### config.mk
export PLATFORM = sky130hd
export DESIGN_NAME = axi_lite_subordinate_flat
export DESIGN_NICKNAME = d
export VERILOG_FILES = /design/src/rtl/axi_lite_pkg.sv /design/src/rtl/axi_lite_subordinate_if.sv /design/src/rtl/axi_lite_regbank.sv /design/src/rtl/axi_lite_subordinate.sv /design/src/flat_wrapper.sv
export SDC_FILE = /design/constraint.sdc
export NUM_CORES = 1
export LEC_CHECK = 0
export ABC_CLOCK_PERIOD_IN_PS = 1950
export CAP_MARGIN = 30
export CORE_AREA = 2 2 82 84
export DETAILED_ROUTE_END_ITERATION = 6
export DIE_AREA = 0 0 84 86
export PLACE_DENSITY = 0.7
export SYNTH_ARGS = -nofsm -noshare
export SYNTH_HDL_FRONTEND = slang
export SYNTH_SLANG_ARGS = --single-unit
### constraint.sdc
create_clock -name s_axi_clk -period 1.95 [get_ports s_axi_clk]
set_input_delay 0.39 -clock s_axi_clk [delete_from_list [all_inputs] [get_ports s_axi_clk]]
set_output_delay 0.39 -clock s_axi_clk [all_outputs]
set_load 0.01 [all_outputs]
### src/rtl/axi_lite_pkg.sv
// ----------------------------------------------------------------------------
// axi_lite_pkg
// Shared definitions for the AXI-lite subordinate: response codes and the
// write/read handshake FSM state encodings.
// ----------------------------------------------------------------------------
package axi_lite_pkg;

  localparam logic [1:0] OKAY   = 2'b00;
  localparam logic [1:0] EXOKAY = 2'b01;
  localparam logic [1:0] SLVERR = 2'b10;
  localparam logic [1:0] DECERR = 2'b11;

  typedef enum logic [1:0] {
    W_IDLE      = 2'd0,
    W_HAVE_ADDR = 2'd1,
    W_HAVE_DATA = 2'd2,
    W_RESP      = 2'd3
  } wr_state_e;

  typedef enum logic {
    R_IDLE = 1'b0,
    R_RESP = 1'b1
  } rd_state_e;

  // Response code for a decoded access.
  function automatic logic [1:0] resp_for(input logic hit);
    return hit ? OKAY : DECERR;
  endfunction

endpackage

### src/rtl/axi_lite_subordinate_if.sv
// ----------------------------------------------------------------------------
// axi_lite_subordinate_if
// AXI-lite bus bundle (AW, W, B, AR, R channels). Clock and reset are not
// part of the bundle.
//   master : drives addresses, write data, valids and response readies
//   slave  : drives address/data readies and B/R responses
// ----------------------------------------------------------------------------
interface axi_lite_subordinate_if #(
  parameter int ADDR_WIDTH = 8,
  parameter int DATA_WIDTH = 8
) ();

  logic [ADDR_WIDTH-1:0] s_axi_awaddr;
  logic                  s_axi_awvalid;
  logic                  s_axi_awready;
  logic [DATA_WIDTH-1:0] s_axi_wdata;
  logic                  s_axi_wvalid;
  logic                  s_axi_wready;
  logic                  s_axi_wlast;
  logic [1:0]            s_axi_bresp;
  logic                  s_axi_bvalid;
  logic                  s_axi_bready;
  logic [ADDR_WIDTH-1:0] s_axi_araddr;
  logic                  s_axi_arvalid;
  logic                  s_axi_arready;
  logic [DATA_WIDTH-1:0] s_axi_rdata;
  logic [1:0]            s_axi_rresp;
  logic                  s_axi_rvalid;
  logic                  s_axi_rready;
  logic                  s_axi_rlast;

  modport master (
    output s_axi_awaddr, s_axi_awvalid, s_axi_wdata, s_axi_wvalid, s_axi_wlast,
           s_axi_bready, s_axi_araddr, s_axi_arvalid, s_axi_rready,
    input  s_axi_awready, s_axi_wready, s_axi_bresp, s_axi_bvalid,
           s_axi_arready, s_axi_rdata, s_axi_rresp, s_axi_rvalid, s_axi_rlast
  );

  modport slave (
    input  s_axi_awaddr, s_axi_awvalid, s_axi_wdata, s_axi_wvalid, s_axi_wlast,
           s_axi_bready, s_axi_araddr, s_axi_arvalid, s_axi_rready,
    output s_axi_awready, s_axi_wready, s_axi_bresp, s_axi_bvalid,
           s_axi_arready, s_axi_rdata, s_axi_rresp, s_axi_rvalid, s_axi_rlast
  );

endinterface

### src/rtl/axi_lite_regbank.sv
// ----------------------------------------------------------------------------
// axi_lite_regbank
// NUM_REGS x DATA_WIDTH register bank, one synchronous write port, one
// combinational read port, all registers exposed as a flat vector.
//   clk_i, rst_ni : clock, async active-low reset (clears all registers)
//   we_i, waddr_i, wdata_i : write port (waddr_i must already be decoded)
//   raddr_i, rdata_o       : combinational read, 0 for unmapped index
//   reg_flat_o             : register i at [i*DATA_WIDTH +: DATA_WIDTH]
// ----------------------------------------------------------------------------
module axi_lite_regbank #(
  parameter int DATA_WIDTH = 8,
  parameter int ADDR_WIDTH = 8,
  parameter int NUM_REGS   = 4
) (
  input  logic                           clk_i,
  input  logic                           rst_ni,
  input  logic                           we_i,
  input  logic [ADDR_WIDTH-1:0]          waddr_i,
  input  logic [DATA_WIDTH-1:0]          wdata_i,
  input  logic [ADDR_WIDTH-1:0]          raddr_i,
  output logic [DATA_WIDTH-1:0]          rdata_o,
  output logic [NUM_REGS*DATA_WIDTH-1:0] reg_flat_o
);

  logic [NUM_REGS-1:0][DATA_WIDTH-1:0] mem_q;

  always_ff @(posedge clk_i or negedge rst_ni) begin
    if (!rst_ni) begin
      mem_q <= '0;
    end else if (we_i) begin
      for (int i = 0; i < NUM_REGS; i++) begin
        if (waddr_i == ADDR_WIDTH'(i)) mem_q[i] <= wdata_i;
      end
    end
  end

  always_comb begin
    rdata_o = '0;
    for (int i = 0; i < NUM_REGS; i++) begin
      if (raddr_i == ADDR_WIDTH'(i)) rdata_o = mem_q[i];
    end
  end

  assign reg_flat_o = mem_q;

endmodule

### src/rtl/axi_lite_subordinate.sv
// ----------------------------------------------------------------------------
// axi_lite_subordinate
// Single-beat AXI-lite responder in front of a small register bank.
// Independent write and read FSMs, one outstanding transaction on each.
// All readies/valids/responses are registered; no ready depends
// combinationally on a valid.
//
// Ports:
//   s_axi_clk     : clock (rising edge)
//   s_axi_resetn  : async active-low reset
//   s_axi         : AXI-lite bus (slave modport)
//   reg_flat      : register i at [i*DATA_WIDTH +: DATA_WIDTH]
//
// Build option:
//   AXI_LITE_SUB_DECERR_EN defined : addresses >= NUM_REGS get DECERR, writes
//                                    dropped, reads return 0.
//   undefined                      : address wraps modulo NUM_REGS (power of
//                                    two), always OKAY.
// ----------------------------------------------------------------------------
module axi_lite_subordinate
  import axi_lite_pkg::*;
#(
  parameter int DATA_WIDTH = 8,
  parameter int ADDR_WIDTH = 8,
  parameter int NUM_REGS   = 4
) (
  input  logic                           s_axi_clk,
  input  logic                           s_axi_resetn,
  axi_lite_subordinate_if.slave          s_axi,
  output logic [NUM_REGS*DATA_WIDTH-1:0] reg_flat
);

  // --------------------------------------------------------------------------
  // Write path
  // --------------------------------------------------------------------------
  wr_state_e             w_state_q, w_state_d;
  logic [ADDR_WIDTH-1:0] waddr_q, waddr_d;
  logic [DATA_WIDTH-1:0] wdata_q, wdata_d;
  logic                  awready_q, wready_q, bvalid_q;
  logic [1:0]            bresp_q;
  logic                  aw_hs, w_hs, commit;
  logic                  w_hit;
  logic [ADDR_WIDTH-1:0] w_idx;

  assign aw_hs = s_axi.s_axi_awvalid & awready_q;
  assign w_hs  = s_axi.s_axi_wvalid  & wready_q;

  always_comb begin
    w_state_d = w_state_q;
    waddr_d   = waddr_q;
    wdata_d   = wdata_q;
    unique case (w_state_q)
      W_IDLE: begin
        if (aw_hs) waddr_d = s_axi.s_axi_awaddr;
        if (w_hs)  wdata_d = s_axi.s_axi_wdata;
        if (aw_hs && w_hs) w_state_d = W_RESP;
        else if (aw_hs)    w_state_d = W_HAVE_ADDR;
        else if (w_hs)     w_state_d = W_HAVE_DATA;
      end
      W_HAVE_ADDR: begin
        if (w_hs) begin
          wdata_d   = s_axi.s_axi_wdata;
          w_state_d = W_RESP;
        end
      end
      W_HAVE_DATA: begin
        if (aw_hs) begin
          waddr_d   = s_axi.s_axi_awaddr;
          w_state_d = W_RESP;
        end
      end
      W_RESP: begin
        // bvalid is always high in this state
        if (s_axi.s_axi_bready) w_state_d = W_IDLE;
      end
      default: w_state_d = W_IDLE;
    endcase
  end

  // Commit on the edge that enters W_RESP so reg_flat and bvalid change
  // together; the bank sees the freshly completed address/data.
  assign commit = (w_state_q != W_RESP) && (w_state_d == W_RESP);

`ifdef AXI_LITE_SUB_DECERR_EN
  assign w_hit = ((ADDR_WIDTH+1)'(waddr_d) < (ADDR_WIDTH+1)'(NUM_REGS));
  assign w_idx = waddr_d;
`else
  assign w_hit = 1'b1;
  assign w_idx = waddr_d & ADDR_WIDTH'(NUM_REGS - 1);
`endif

  always_ff @(posedge s_axi_clk or negedge s_axi_resetn) begin
    if (!s_axi_resetn) begin
      w_state_q <= W_IDLE;
      waddr_q   <= '0;
      wdata_q   <= '0;
      awready_q <= 1'b0;
      wready_q  <= 1'b0;
      bvalid_q  <= 1'b0;
      bresp_q   <= OKAY;
    end else begin
      w_state_q <= w_state_d;
      waddr_q   <= waddr_d;
      wdata_q   <= wdata_d;
      awready_q <= (w_state_d == W_IDLE) || (w_state_d == W_HAVE_DATA);
      wready_q  <= (w_state_d == W_IDLE) || (w_state_d == W_HAVE_ADDR);
      bvalid_q  <= (w_state_d == W_RESP);
      if (commit) bresp_q <= resp_for(w_hit);
    end
  end

  // --------------------------------------------------------------------------
  // Read path
  // --------------------------------------------------------------------------
  rd_state_e             r_state_q, r_state_d;
  logic                  arready_q, rvalid_q;
  logic [DATA_WIDTH-1:0] rdata_q, bank_rdata;
  logic [1:0]            rresp_q;
  logic                  ar_hs, r_hit;
  logic [ADDR_WIDTH-1:0] r_idx;

  assign ar_hs = s_axi.s_axi_arvalid & arready_q;

`ifdef AXI_LITE_SUB_DECERR_EN
  assign r_hit = ((ADDR_WIDTH+1)'(s_axi.s_axi_araddr) < (ADDR_WIDTH+1)'(NUM_REGS));
  assign r_idx = s_axi.s_axi_araddr;
`else
  assign r_hit = 1'b1;
  assign r_idx = s_axi.s_axi_araddr & ADDR_WIDTH'(NUM_REGS - 1);
`endif

  always_comb begin
    r_state_d = r_state_q;
    unique case (r_state_q)
      R_IDLE:  if (ar_hs) r_state_d = R_RESP;
      R_RESP:  if (s_axi.s_axi_rready) r_state_d = R_IDLE;
      default: r_state_d = R_IDLE;
    endcase
  end

  // Capture reads the bank's current contents, so a write committing on
  // the same edge is not visible: the read returns the pre-write value.
  always_ff @(posedge s_axi_clk or negedge s_axi_resetn) begin
    if (!s_axi_resetn) begin
      r_state_q <= R_IDLE;
      arready_q <= 1'b0;
      rvalid_q  <= 1'b0;
      rdata_q   <= '0;
      rresp_q   <= OKAY;
    end else begin
      r_state_q <= r_state_d;
      arready_q <= (r_state_d == R_IDLE);
      rvalid_q  <= (r_state_d == R_RESP);
      if (ar_hs) begin
        rdata_q <= r_hit ? bank_rdata : '0;
        rresp_q <= resp_for(r_hit);
      end
    end
  end

  // --------------------------------------------------------------------------
  // Register bank
  // --------------------------------------------------------------------------
  axi_lite_regbank #(
    .DATA_WIDTH (DATA_WIDTH),
    .ADDR_WIDTH (ADDR_WIDTH),
    .NUM_REGS   (NUM_REGS)
  ) u_regbank (
    .clk_i      (s_axi_clk),
    .rst_ni     (s_axi_resetn),
    .we_i       (commit & w_hit),
    .waddr_i    (w_idx),
    .wdata_i    (wdata_d),
    .raddr_i    (r_idx),
    .rdata_o    (bank_rdata),
    .reg_flat_o (reg_flat)
  );

  // --------------------------------------------------------------------------
  // Outputs
  // --------------------------------------------------------------------------
  assign s_axi.s_axi_awready = awready_q;
  assign s_axi.s_axi_wready  = wready_q;
  assign s_axi.s_axi_bvalid  = bvalid_q;
  assign s_axi.s_axi_bresp   = bresp_q;
  assign s_axi.s_axi_arready = arready_q;
  assign s_axi.s_axi_rvalid  = rvalid_q;
  assign s_axi.s_axi_rlast   = rvalid_q;
  assign s_axi.s_axi_rdata   = rdata_q;
  assign s_axi.s_axi_rresp   = rresp_q;

  // Every beat is a whole transfer; wlast carries no information here.
  logic unused_wlast;
  assign unused_wlast = s_axi.s_axi_wlast;

endmodule
### src/flat_wrapper.sv
// flat-port wrapper written by rule: the top's interface ports become plain ports
module axi_lite_subordinate_flat import axi_lite_pkg::*;
#(
  parameter int DATA_WIDTH = 8,
  parameter int ADDR_WIDTH = 8,
  parameter int NUM_REGS   = 4
)
  (s_axi_clk, s_axi_resetn, reg_flat, s_axi_s_axi_awaddr, s_axi_s_axi_awvalid, s_axi_s_axi_wdata, s_axi_s_axi_wvalid, s_axi_s_axi_wlast, s_axi_s_axi_bready, s_axi_s_axi_araddr, s_axi_s_axi_arvalid, s_axi_s_axi_rready, s_axi_s_axi_awready, s_axi_s_axi_wready, s_axi_s_axi_bresp, s_axi_s_axi_bvalid, s_axi_s_axi_arready, s_axi_s_axi_rdata, s_axi_s_axi_rresp, s_axi_s_axi_rvalid, s_axi_s_axi_rlast);
  axi_lite_subordinate_if #(.ADDR_WIDTH(ADDR_WIDTH), .DATA_WIDTH(DATA_WIDTH)) s_axi_i ();
  input  logic s_axi_clk;
  input  logic s_axi_resetn;
  output logic [NUM_REGS*DATA_WIDTH-1:0] reg_flat;
  input wire logic [$bits(s_axi_i.s_axi_awaddr)-1:0] s_axi_s_axi_awaddr;
  input wire logic [$bits(s_axi_i.s_axi_awvalid)-1:0] s_axi_s_axi_awvalid;
  input wire logic [$bits(s_axi_i.s_axi_wdata)-1:0] s_axi_s_axi_wdata;
  input wire logic [$bits(s_axi_i.s_axi_wvalid)-1:0] s_axi_s_axi_wvalid;
  input wire logic [$bits(s_axi_i.s_axi_wlast)-1:0] s_axi_s_axi_wlast;
  input wire logic [$bits(s_axi_i.s_axi_bready)-1:0] s_axi_s_axi_bready;
  input wire logic [$bits(s_axi_i.s_axi_araddr)-1:0] s_axi_s_axi_araddr;
  input wire logic [$bits(s_axi_i.s_axi_arvalid)-1:0] s_axi_s_axi_arvalid;
  input wire logic [$bits(s_axi_i.s_axi_rready)-1:0] s_axi_s_axi_rready;
  output wire logic [$bits(s_axi_i.s_axi_awready)-1:0] s_axi_s_axi_awready;
  output wire logic [$bits(s_axi_i.s_axi_wready)-1:0] s_axi_s_axi_wready;
  output wire logic [$bits(s_axi_i.s_axi_bresp)-1:0] s_axi_s_axi_bresp;
  output wire logic [$bits(s_axi_i.s_axi_bvalid)-1:0] s_axi_s_axi_bvalid;
  output wire logic [$bits(s_axi_i.s_axi_arready)-1:0] s_axi_s_axi_arready;
  output wire logic [$bits(s_axi_i.s_axi_rdata)-1:0] s_axi_s_axi_rdata;
  output wire logic [$bits(s_axi_i.s_axi_rresp)-1:0] s_axi_s_axi_rresp;
  output wire logic [$bits(s_axi_i.s_axi_rvalid)-1:0] s_axi_s_axi_rvalid;
  output wire logic [$bits(s_axi_i.s_axi_rlast)-1:0] s_axi_s_axi_rlast;
  assign s_axi_i.s_axi_awaddr = s_axi_s_axi_awaddr;
  assign s_axi_i.s_axi_awvalid = s_axi_s_axi_awvalid;
  assign s_axi_i.s_axi_wdata = s_axi_s_axi_wdata;
  assign s_axi_i.s_axi_wvalid = s_axi_s_axi_wvalid;
  assign s_axi_i.s_axi_wlast = s_axi_s_axi_wlast;
  assign s_axi_i.s_axi_bready = s_axi_s_axi_bready;
  assign s_axi_i.s_axi_araddr = s_axi_s_axi_araddr;
  assign s_axi_i.s_axi_arvalid = s_axi_s_axi_arvalid;
  assign s_axi_i.s_axi_rready = s_axi_s_axi_rready;
  assign s_axi_s_axi_awready = s_axi_i.s_axi_awready;
  assign s_axi_s_axi_wready = s_axi_i.s_axi_wready;
  assign s_axi_s_axi_bresp = s_axi_i.s_axi_bresp;
  assign s_axi_s_axi_bvalid = s_axi_i.s_axi_bvalid;
  assign s_axi_s_axi_arready = s_axi_i.s_axi_arready;
  assign s_axi_s_axi_rdata = s_axi_i.s_axi_rdata;
  assign s_axi_s_axi_rresp = s_axi_i.s_axi_rresp;
  assign s_axi_s_axi_rvalid = s_axi_i.s_axi_rvalid;
  assign s_axi_s_axi_rlast = s_axi_i.s_axi_rlast;
  axi_lite_subordinate #(.DATA_WIDTH(DATA_WIDTH), .ADDR_WIDTH(ADDR_WIDTH), .NUM_REGS(NUM_REGS)) u_core (.s_axi_clk(s_axi_clk), .s_axi_resetn(s_axi_resetn), .s_axi(s_axi_i), .reg_flat(reg_flat));
endmodule
==> reports/metrics.cfg, run 1 <==
[clock_network]
clock-sinks = 57
post_cts_resize_count = 0
insertion_delay_ps = 330
cts_root_buf = clkbuf_8
htreeDepth = 3
cts_hold_buf = 0
cts_tree = yes
cts_buffers = 9
cts.clk_slew.worst_paths_ps = 60
cts.path.max_buffers = 2
cts_setup_buffers = 0

[placement]
io_buffers = 64
dp_slack_ps = -173.1
dpl.hpwl_um = 3844
gp_congestion = 0.7371

[timing]
fin_crit_ps = 1754
rsz0062_at_grt = false
worst_slack_ps = 196.3
finalMaxSlewViolations = 0
tns_ps = 0
finalHoldViolCount = 0
fmax_mhz = 570.2
skew_ps = 9.841
setup_violations = 0
fin_crit_sh_pct = 89.94

[global_route]
grt_pass1_vias = 1721
antenna_found_initial = 0
overflow = 0
grt_max_degree = 58
grt_pass1_wl_um = 8914
grtUsageTotal_pct = 16.51

[critical_path]
crit_path_end_kind = register
path_class = in2reg
start_kind = input port
worstPathMaxFanout = 6
cp.required_ps = 2170
arrival_ps = 1970

[floorplan]
start_util_pct = 39.49
die_area_mm2 = 0.007224
die_w_um = 84
die_h_um = 86
fp.coreArea_mm2 = 0.006277
rows = 29
pin_count = 82

[route]
routed_via_density = 4.962
first_pass_iters = 4
wl_um = 5515
drc = 0
via_count = 1578
drtIter0Drc = 27
ant_nets = 0
routedWlPerCell_um = 17.34

[logic_synthesis]
synth_cells = 149
synth_area_leaders = dfrtp_1, mux2_2, mux4_2, mux2_4, a22oi_4
synth_top_area_cell = dfrtp_1
async_flop_share_pct = 100.0
ys_top_cells_by_count = dfrtp_1, mux2_2, mux2_4, mux4_2, inv_1
synth-seq-area-share_pct = 57.55
postSynthAreaPerCell_um2 = 16.64
synth.top_cell.area_share_pct = 57.55
syn_area_mm2 = 0.002479
synth_seq_cells = 57
ys_types = 25
synthFlopType = dfrtp_1
synth_edf_count = 0
synth.most_common_cell = dfrtp_1
yosysWarnings = 0

[run]
cap_violations = 0

[final_layout]
fin_util_pct = 57.03
fin_nets = 269
diodes = 0
drive_gt1_share_pct = 41.49
syn_to_final_growth_pct = 44.42
fillers = 529

[pwr]
p_comb_share_pct = 41.3
pwr_density_cell_mw_per_mm2 = 1605
p_seq_share_pct = 37.6
internal_power_mw = 4.000
vdd_ir_drop_max_mv = 1.002
clkPwrFrac_pct = 21.0
switching_power_mw = 1.744
leakagePower_nw = 1.595
swShare_pct = 30.37
total_power_mw = 5.744

[hold_path]
hold_class = in2async

[run_status]
status = finished, final reports clean

## area by class of cell
| cell class | instances | area [um^2] | share of cell area, % |
|---|---|---|---|
| Clock buffer | 10 | 137.6 | 3.845 |
| Clock inverter | 5 | 80.08 | 2.237 |
| Inverter | 6 | 22.52 | 0.6292 |
| Multi-Input combinational cell | 81 | 983.4 | 27.47 |
| Sequential cell | 57 | 1426 | 39.85 |
| Tap cell | 77 | 96.34 | 2.691 |
| Timing Repair Buffer | 82 | 833.3 | 23.28 |
## through the flow
step	cell area (um^2)	hold slack, ps	std cells
detailed placement	3362	416.8	303
finish	3580	47.28	318
global route	3580	66.79	318
floorplan	2490	94.41	152
global placement	3362	414.6	303
CTS	3580	49.00	318
## logic make-up after synthesis
group / count (synthesis) / share of synthesized area, %
AOI/OAI and AO/OA: 8 / 4.645
buffers and inverters: 14 / 3.230
DFF: 57 / 57.55
muxes: 58 / 31.15
other: 1 / 0.1513
and+or+nand+nor: 11 / 3.281
## registers in the layout, indices dropped and copies added, names as in the netlist
name	count
u_core.waddr_q	2
u_core.s_axi.s_axi_bvalid	1
u_core.s_axi.s_axi_rdata	8
u_core.w_state_q	2
u_core.s_axi.s_axi_awready	1
u_core.wdata_q	8
u_core.r_state_q	1
u_core.u_regbank.reg_flat_o	32
u_core.s_axi.s_axi_wready	1
u_core.s_axi.s_axi_arready	1
## metal layers
layer / track usage [%] / up-vias / routed length [um]
met3: 5.294 / 11 / 269
met4: 7.331 / 0 / 111
met1: 21.88 / 813 / 2559
li1: - / 708 / -
met2: 25.02 / 46 / 2575
met5: 0 / - / 0
## worst max-delay path, stage by stage
cell	delay [ps]
clkdlybuf4s50_1	550
nand4b_1	170
nor2_1	170
a32o_1	230
buf_12	160
mux2_4	300
## placed cells by master (no fill, tap or decap)
| cell type | n |
|---|---|
| a32o_1 | 1 |
| inv_1 | 6 |
| nand3b_2 | 1 |
| clkdlybuf4s50_1 | 63 |
| buf_12 | 5 |
| dfrtp_1 | 57 |
| clkinvlp_4 | 2 |
| a21oi_4 | 1 |
| mux2i_1 | 1 |
| nand3b_4 | 1 |
| nand2_1 | 3 |
| nor2_2 | 2 |
| conb_1 | 4 |
| nor3_2 | 1 |
| clkinv_2 | 1 |
| a32oi_4 | 1 |
| mux2_2 | 41 |
| a31oi_1 | 1 |
| a21boi_0 | 1 |
| mux4_2 | 8 |
| o21ai_0 | 1 |
| nor2_1 | 2 |
| buf_4 | 13 |
| nand4b_1 | 1 |
| bufinv_16 | 2 |
| clkbuf_8 | 10 |
| mux2_4 | 8 |
| buf_2 | 1 |
| a22oi_4 | 2 |
## power by group through the flow
stage	clock [mW]	sequential [mW]	combinational, mW
final	1.21	2.16	2.37
after global routing	1.30	2.25	2.54
after CTS	1.23	2.17	2.40
after detailed placement	0	2.17	2.39
after global placement	0	2.16	2.34
after floorplan	0	2.28	0.998
## path summary, 6_finish.rpt
path	start	endpoint	slack (ps)	cells after the start
max reg2reg	u_core.w_state_q[1]$_DFF_PN0_	u_core.u_regbank.reg_flat_o[27]$_DFFE_PN0P_	310	5
max in group asynchronous	s_axi_resetn	u_core.u_regbank.reg_flat_o[5]$_DFFE_PN0P_	1640	2
min reg2reg	u_core.s_axi.s_axi_rdata[4]$_DFFE_PN0P_	u_core.s_axi.s_axi_rdata[4]$_DFFE_PN0P_	510	1
min	s_axi_resetn	u_core.u_regbank.reg_flat_o[17]$_DFFE_PN0P_	50	2
max	s_axi_s_axi_wvalid	u_core.u_regbank.reg_flat_o[27]$_DFFE_PN0P_	200	6
min in group s_axi_clk	u_core.s_axi.s_axi_rdata[4]$_DFFE_PN0P_	u_core.s_axi.s_axi_rdata[4]$_DFFE_PN0P_	510	1
Power figures use the tool's default switching activity.
==> inputs of run 2 (changes only) <==
--- a/config.mk
+++ b/config.mk
@@ -6,11 +6,11 @@
 export NUM_CORES = 1
 export LEC_CHECK = 0
 export ABC_CLOCK_PERIOD_IN_PS = 1950
-export CAP_MARGIN = 30
+export CAP_MARGIN = 20
 export CORE_AREA = 2 2 82 84
 export DETAILED_ROUTE_END_ITERATION = 6
 export DIE_AREA = 0 0 84 86
-export PLACE_DENSITY = 0.7
+export DONT_BUFFER_PORTS = 1
 export SYNTH_ARGS = -nofsm -noshare
 export SYNTH_HDL_FRONTEND = slang
 export SYNTH_SLANG_ARGS = --single-unit
==> reports/metrics.cfg, run 2 (synthesis results as in run 1) <==
[run_status]
status = finished, final reports clean  ; unchanged

[final_layout]
largest_reg_flops = 32  ; unchanged
layout_common_cells = dfrtp_1, mux2_2, clkbuf_8, mux2_4, mux4_2  ; was clkdlybuf4s50_1, dfrtp_1, mux2_2, buf_4, clkbuf_8
fin_nets = 191  ; was 269
drive_gt1_share_pct = 50.61  ; was 41.49%
diodes = 0  ; unchanged
final_common_cell = dfrtp_1  ; was clkdlybuf4s50_1
syn_to_final_growth_pct = 11.16  ; was 44.42%
fin_util_pct = 43.89  ; was 57.03%

[route]
wl_um = 5377  ; was 5515 um
drtIter0Drc = 37  ; was 27
routedWlPerCell_um = 22.31  ; was 17.34 um
ant_nets = 0  ; unchanged
routed_via_density = 5.535  ; was 4.962
first_pass_iters = 4  ; unchanged
drc = 0  ; unchanged
via_count = 1334  ; was 1578

[floorplan]
die_w_um = 84  ; unchanged
rows = 29  ; unchanged
fp.coreArea_mm2 = 0.006277  ; unchanged
start_util_pct = 39.49  ; unchanged
die_area_mm2 = 0.007224  ; unchanged
die_h_um = 86  ; unchanged
pin_count = 82  ; unchanged

[critical_path]
cp_cell_sequence = nand4b_1 > nor2_1 > a32o_1 > buf_4 > mux2_4  ; was clkdlybuf4s50_1 > nand4b_1 > nor2_1 > a32o_1 > buf_12 > mux2_4
path_class = reg2reg  ; was in2reg
worst_path_largest_cell_delay_ps = 480  ; was 550 ps
r2r_cells = 5  ; unchanged
arrival_ps = 2010  ; was 1970 ps
crit_slowest_cell = dfrtp_1  ; was clkdlybuf4s50_1
critPathBufInv = 1  ; was 2
crit_path_end_kind = register  ; unchanged
start_kind = register  ; was input port
critical_path.top_delay_family = flip-flops  ; was buffers and inverters
cp.required_ps = 2170  ; about the same
cp.depth = 5  ; was 6
worstPathMaxFanout = 8  ; was 6

[pwr]
clkPwrFrac_pct = 21.3  ; was 21.0%
pwr_density_cell_mw_per_mm2 = 1649  ; was 1605 mW/mm^2
switching_power_mw = 1.570  ; was 1.744 mW
swShare_pct = 34.55  ; was 30.37%
p_seq_share_pct = 53.2  ; was 37.6%
vdd_ir_drop_max_mv = 0.6952  ; was 1.002 mV
p_comb_share_pct = 25.5  ; was 41.3%
leakagePower_nw = 1.260  ; was 1.595 nW
internal_power_mw = 2.973  ; was 4.000 mW

[global_route]
grt_pass1_vias = 1502  ; was 1721
grt_pass1_wl_um = 8452  ; was 8914 um
grt_max_degree = 58  ; unchanged
antenna_found_initial = 0  ; unchanged
overflow = 0  ; unchanged
grtUsageTotal_pct = 16.34  ; was 16.51%

[timing]
setup_violations = 0  ; unchanged
fmax_mhz = 558.3  ; was 570.2 MHz
finalMaxSlewViolations = 0  ; unchanged
skew_ps = 8.364  ; was 9.841 ps
tns_ps = 0  ; unchanged
finalHoldViolCount = 0  ; unchanged
fin_crit_ps = 1791  ; was 1754 ps
rsz0062_at_grt = false  ; unchanged
fin_crit_sh_pct = 91.86  ; was 89.94%

[clock_network]
htreeDepth = 3  ; unchanged
post_cts_resize_count = 0  ; unchanged
cts_buffers = 9  ; unchanged
clock-sinks = 57  ; unchanged
cts_tree = yes  ; unchanged
cts_root_buf = clkbuf_8  ; unchanged
cts_setup_buffers = 0  ; unchanged
cts.path.max_buffers = 2  ; unchanged
cts.clk_slew.worst_paths_ps = 70  ; was 60 ps
insertion_delay_ps = 330  ; about the same

[hold_path]
hold_class = in2reg  ; was in2async
hold_depth = 1

[placement]
dpl.hpwl_um = 3571  ; was 3844 um
io_buffers = 0  ; was 64
gp_congestion = 0.6869  ; was 0.7371

[run]
cap_violations = 0  ; unchanged

-- run 2: repair_timing --
item	CTS	global route
endpoints found under the setup margin	0	0
hold buffers	2	0
endpoints found under the hold margin	57	0
-- run 2: final timing paths --
path / from / endpoint / slack (ps)
worst max-delay path: u_core.s_axi.s_axi_wready$_DFF_PN0_ / u_core.u_regbank.reg_flat_o[31]$_DFFE_PN0P_ / 160
worst min-delay path: s_axi_s_axi_rready / u_core.r_state_q$_DFF_PN0_ / 170
worst max register to register: u_core.s_axi.s_axi_wready$_DFF_PN0_ / u_core.u_regbank.reg_flat_o[31]$_DFFE_PN0P_ / 160
worst min register to register: u_core.wdata_q[4]$_DFF_PN0_ / u_core.wdata_q[4]$_DFF_PN0_ / 540
max in group asynchronous: s_axi_resetn / u_core.wdata_q[3]$_DFF_PN0_ / 1100
min in group asynchronous: s_axi_resetn / u_core.u_regbank.reg_flat_o[17]$_DFFE_PN0P_ / 600
-- run 2: through the flow --
stage / hold slack [ps] / instance area (um^2) / std cells / worst slack (ps) / total power, mW
5_1_grt: 167.8 / 2755 / 241 / 47.11 / 4.837
3_3_place_gp: 96.40 / 2544 / 223 / 234.8 / 3.486
6_report: 171.9 / 2755 / 241 / 158.8 / 4.543
3_5_place_dp: 95.79 / 2544 / 223 / 155.5 / 3.594
2_1_floorplan: 94.41 / 2490 / 152 / 383.2 / 3.276
4_1_cts: 153.0 / 2755 / 241 / 148.0 / 4.613
-- run 2: final cells by class --
cell class                      count  area [um^2]
Multi-Input combinational cell     81        983.4
Clock inverter                      3        15.01
Tap cell                           77        96.34
Fill cell                         578         3522
Clock buffer                       13        158.9
Timing Repair Buffer                4        52.55
Sequential cell                    57         1426
Inverter                            6        22.52
-- run 2: per-layer routing --
layer	share of wire, %	GRT usage, %	wire, um	vias to the layer above
met5	0	0	0	-
met4	1.7	7.038	94	0
met3	7.9	7.026	423	9
met2	51	27.20	2749	54
met1	39	18.48	2110	717
li1	-	-	-	554
-- run 2: power groups by stage --
stage                     sequential (mW)  combinational (mW)  clock, mW
final                                2.42                1.16      0.968
after global routing                 2.50                1.27       1.06
after CTS                            2.43                1.18      0.999
after detailed placement             2.45                1.14          0
after global placement               2.41                1.08          0
after floorplan                      2.28               0.998          0
==> variant 1, RTL diff (flow settings as in run 1) <==
`waddr_q` no longer has a reset.
--- a/src/rtl/axi_lite_subordinate.sv
+++ b/src/rtl/axi_lite_subordinate.sv
@@ -92,7 +92,6 @@
   always_ff @(posedge s_axi_clk or negedge s_axi_resetn) begin
     if (!s_axi_resetn) begin
       w_state_q <= W_IDLE;
-      waddr_q   <= '0;
       wdata_q   <= '0;
       awready_q <= 1'b0;
       wready_q  <= 1'b0;
@@ -100,13 +99,16 @@
       bresp_q   <= OKAY;
     end else begin
       w_state_q <= w_state_d;
-      waddr_q   <= waddr_d;
       wdata_q   <= wdata_d;
       awready_q <= (w_state_d == W_IDLE) || (w_state_d == W_HAVE_DATA);
       wready_q  <= (w_state_d == W_IDLE) || (w_state_d == W_HAVE_ADDR);
       bvalid_q  <= (w_state_d == W_RESP);
       if (commit) bresp_q <= resp_for(w_hit);
     end
+  end
+
+  always_ff @(posedge s_axi_clk) begin
+    waddr_q <= waddr_d;
   end
 
   // --------------------------------------------------------------------------
Check against the original RTL: no difference found for any inputs over 4 cycles, from zero or initial values and one cycle with s_axi_resetn low; that may be too few to reach the edited logic, so the function may still have changed.
==> variant 1 against run 1 <==
- routed wire length fell by 3.6%
- worst setup slack got worse by 22 ps
- via count fell by 3.7%
- hold slack got worse by 0.59 ps
- fmax fell by 1.2%
- area after synthesis fell by 0.40%
- first-iteration DRC count rose to 3.6 times the old value
- total power fell by 2.5%
- sequential cell count did not move
- final area fell by 1.2%
- die area did not move
- largest cell class unchanged
==> variant 1: results (changes against run 1) <==
root_buffer: "clkbuf_8"
hold_class: "in2async"
grt_pass1_vias: 1647  # -4.3%
fin_skew_ps: 6.03  # -3.81 ps
synthArstFlopShare: 0.965  # -0.0351
path_max_fanout: 5  # -1
dpl-instance-area_um2: 3350  # -0.37%
max_stage_delay_ps: 480  # -70 ps
use_met2: 0.239  # -0.0116
detail_route.wl_per_cell_um: 16.8  # -3.3%
grt_util_met3: 0.0308  # -0.0221
yosysWarnings: 0  # unchanged
ctsResizeCount: 0  # unchanged
post_cts.repair.setup_buffers: 0  # unchanged
yosysSeqAreaShare: 0.574  # -0.00172
status: "finished, final reports clean"
crit_family: "buffers and inverters"
grt_util_all_layers: 0.159  # -0.00614
antenna_cells: 0  # unchanged
fin_cells: 317  # -0.31%
antenna_found_initial: 0  # unchanged
port_buffers: 64  # unchanged
final_nets: 267  # -0.74%
largest_reg_flops: 32  # unchanged
power.static_leakage_nw: 1.58  # -1.1%
dpl.hpwl_um: 3720  # -3.2%
worstPathArrival_ps: 1980
met1_usage: 0.224  # +0.00530
synthTopCellsByCount: "55 x dfrtp_1, 41 x mux2_2, 8 x mux2_4, 8 x mux4_2, 6 x inv_1"
numCtsBuffers: 9  # unchanged
ys_top_cells_by_area: "dfrtp_1 56%, mux2_2 19%, mux4_2 7.3%"
grt_first_pass_wirelength_um: 8680  # -2.6%
gp_congestion: 0.788  # +7.0%
clk_pin_slew_ps: 60  # about the same
clockBufferDepth: 2  # unchanged
fillers: 517  # -2.3%
power.internal_w: 0.00388  # -3.0%
grt_max_degree: 56  # -3.4%
dr.pass1.iters: 4  # unchanged
cp_slowest_cell: "clkdlybuf4s50_1"
ctsHtreeMaxLevel: 3  # unchanged
clkLatencyLatePin_ps: 330  # about the same
postSynthAreaPerCell_um2: 16.6  # -0.40%
vias_per_cell: 4.79  # -3.4%
worst_ir_drop_vdd_v: 0.000776  # -23%
synth.distinct_cells: 26  # +4.0%
drive_gt1_frac: 0.400  # -0.0149
dp.cells: 301  # -0.66%
drt_iter0_markers: 96  # +260%
post-place-ws_ps: -158  # +15.2 ps
==> variant 1: kinds of logic after synthesis <==
| logic type | after synthesis | synth area share |
|---|---|---|
| other | 1 | 0.00152 |
| DFF | 57 | 0.574 |
| buffers and inverters | 14 | 0.0324 |
| and+or+nand+nor | 11 | 0.0329 |
| muxes | 58 | 0.313 |
| AOI/OAI and AO/OA | 8 | 0.0466 |
==> variant 1: layout make-up <==
cell class | instances | area share
Clock buffer | 13 | 0.0421
Timing Repair Buffer | 80 | 0.235
Tap cell | 77 | 0.0272
Inverter | 6 | 0.00636
Clock inverter | 3 | 0.0113
Sequential cell | 57 | 0.400
Multi-Input combinational cell | 81 | 0.278
==> variant 1: metrics by stage <==
stage | utilization | total power (W)
after detailed placement | 0.534 | 0.00456
after floorplan | - | 0.00328
final | 0.564 | 0.00560
after global routing | 0.564 | 0.00592
after global placement | 0.534 | 0.00451
after CTS | 0.564 | 0.00565
==> variant 1: final timing paths <==
| check | endpoint | from | cells past startpoint | slack (ps) |
|---|---|---|---|---|
| worst max register to register | u_core.u_regbank.reg_flat_o[29]$_DFFE_PN0P_ | u_core.w_state_q[1]$_DFF_PN0_ | 5 | 330 |
| worst min-delay path | u_core.u_regbank.reg_flat_o[27]$_DFFE_PN0P_ | s_axi_resetn | 2 | 50 |
| min in group s_axi_clk | u_core.waddr_q[0]$_DFF_P_ | u_core.waddr_q[0]$_DFF_P_ | 2 | 490 |
| worst max-delay path | u_core.u_regbank.reg_flat_o[16]$_DFFE_PN0P_ | s_axi_s_axi_wvalid | 6 | 170 |
| max in group asynchronous | u_core.wdata_q[0]$_DFF_PN0_ | s_axi_resetn | 2 | 1660 |
| worst min register to register | u_core.waddr_q[0]$_DFF_P_ | u_core.waddr_q[0]$_DFF_P_ | 2 | 490 |
==> variant 1: per-layer routing <==
metal	wire [um]	vias up
met5	0	-
met4	76	0
met3	220	6
met2	2530	42
met1	2500	766
li1	-	705
==> variant 1: power groups by stage <==
stage	sequential [W]	clock, W	combinational [W]
floorplan	0.00228	0	0.000998
global placement	0.00216	0	0.00235
detailed placement	0.00217	0	0.00239
CTS	0.00216	0.00109	0.00241
global route	0.00223	0.00114	0.00255
finish	0.00215	0.00107	0.00238
==> variant 2, RTL diff (settings of run 1) <==
Without the edit above. Build with the macro `AXI_LITE_SUB_DECERR_EN` defined.
--- a/src/rtl/axi_lite_subordinate.sv
+++ b/src/rtl/axi_lite_subordinate.sv
@@ -17,6 +17,8 @@
 //   undefined                      : address wraps modulo NUM_REGS (power of
 //                                    two), always OKAY.
 // ----------------------------------------------------------------------------
+`define AXI_LITE_SUB_DECERR_EN
+
 module axi_lite_subordinate
   import axi_lite_pkg::*;
 #(
Behaviour: not the same (Yosys sat finds a counterexample within 4 cycles, from zero or initial values and one cycle with s_axi_resetn low).
==> variant 2 against run 1 <==
- the run now ends with negative setup slack left
- count of clock-buffer cells in the layout is 3 higher
- area after synthesis is 9.3% higher
- die area stayed put
- sequential cell count is 8 higher
- final area is 14% higher
- worst setup slack worse by 200 ps
- routed wire length is 14% higher
- total power is 18% lower
- highest routed layer unchanged
==> variant 2: results (changes against run 1) <==
status: "complete, but fails checks"
violations: "negative setup slack"
reg2reg_slack_ps: 60  # -250 ps
multi_input_area_um2: 1110  # +13%
power.static_leakage_nw: 1.90  # +19%
gp_congestion: 0.804  # +9.0%
clkbuf_count: 13  # +3
syn_inst: 188  # +26%
grt_max_degree: 66  # +14%
seq_area_um2: 1630  # +14%
worst_ir_drop_vdd_v: 0.000634  # -37%
cp-endpoint: "u_core.u_regbank.reg_flat_o[0]$_DFFE_PN0P_"
clock_power_share: 0.254  # +0.044
clock_area_frac: 0.0522  # -0.00859
grt_first_pass_wirelength_um: 10300  # +15%
finalWorstSetupSlack_ps: -1.02  # -197 ps
area_delta_synth_final_pct: 51.2
nMultiInputCombCells: 108  # +33%
wl_met1_um: 2900  # +13%
port_buffers: 80  # +25%
fin_setup_tns_ps: -1.44  # -1.44 ps
synth_compound_area_frac: 0.0527  # +0.00621
dpl-instance-area_um2: 3770  # +12%
bufAreaShareNonClock: 0.251  # +0.0180
grt_util_all_layers: 0.188  # +0.0226
synth.area.mux_share: 0.239  # -0.0722
yosysSeqAreaShare: 0.600  # +0.0250
cts.sinks: 65  # +14%
path_max_fanout: 8  # +2
signal_buffers: 102  # +24%
setup_viol: 2  # +2
pg_seq_w: 0.00192  # -11%
fin_skew_ps: 5.65  # -4.19 ps
wl_met3_um: 334  # +24%
ys_top_cells_by_area: "dfrtp_1 60%, mux2_2 15%, mux4_2 6.7%"
worstPathArrival_ps: 2160  # +190 ps
power_w: 0.00468  # -18%
wl_um: 6270  # +14%
drive_gt1_frac: 0.324  # -0.0906
dp.cells: 357  # +18%
power.internal_w: 0.00329  # -18%
vias_per_cell: 5.23  # +5.4%
## variant 2: cell types whose count changed in the layout (fill, tap and decap cells not counted), sizes merged, moves of 3 or more
cell / change
conb: -4
a21oi: +3
a32o: +7
mux2i: +3
dfrtp: +8
clkdlybuf4s50: +11
clkbuf: +3
buf: +7
nand2: +25
mux2: -11
## variant 2: cell families after synthesis
| family | after synthesis |
|---|---|
| flip-flops | 65 |
| multiplexers | 50 |
| AND/OR/NAND/NOR | 43 |
| AO/OA/AOI/OAI | 15 |
| buffers and inverters | 15 |
## variant 2: layer usage
layer / GRT usage / vias to the layer above
met4: 0.0806 / 0
met5: 0 / -
met2: 0.278 / 65
met3: 0.0481 / 10
li1: - / 887
met1: 0.264 / 989
## variant 2: worst max-delay path, cell delays in order
cell,delay [ps]
buf_6,90
or4_4,530
o41ai_4,360
buf_4,210
nand4_4,100
buf_12,170
mux2_4,290
## variant 2: repair_timing
action	CTS	global route
pin swaps	3	3
endpoints found under the setup margin	32	32
gates resized for setup	22	20
buffers inserted	0	1
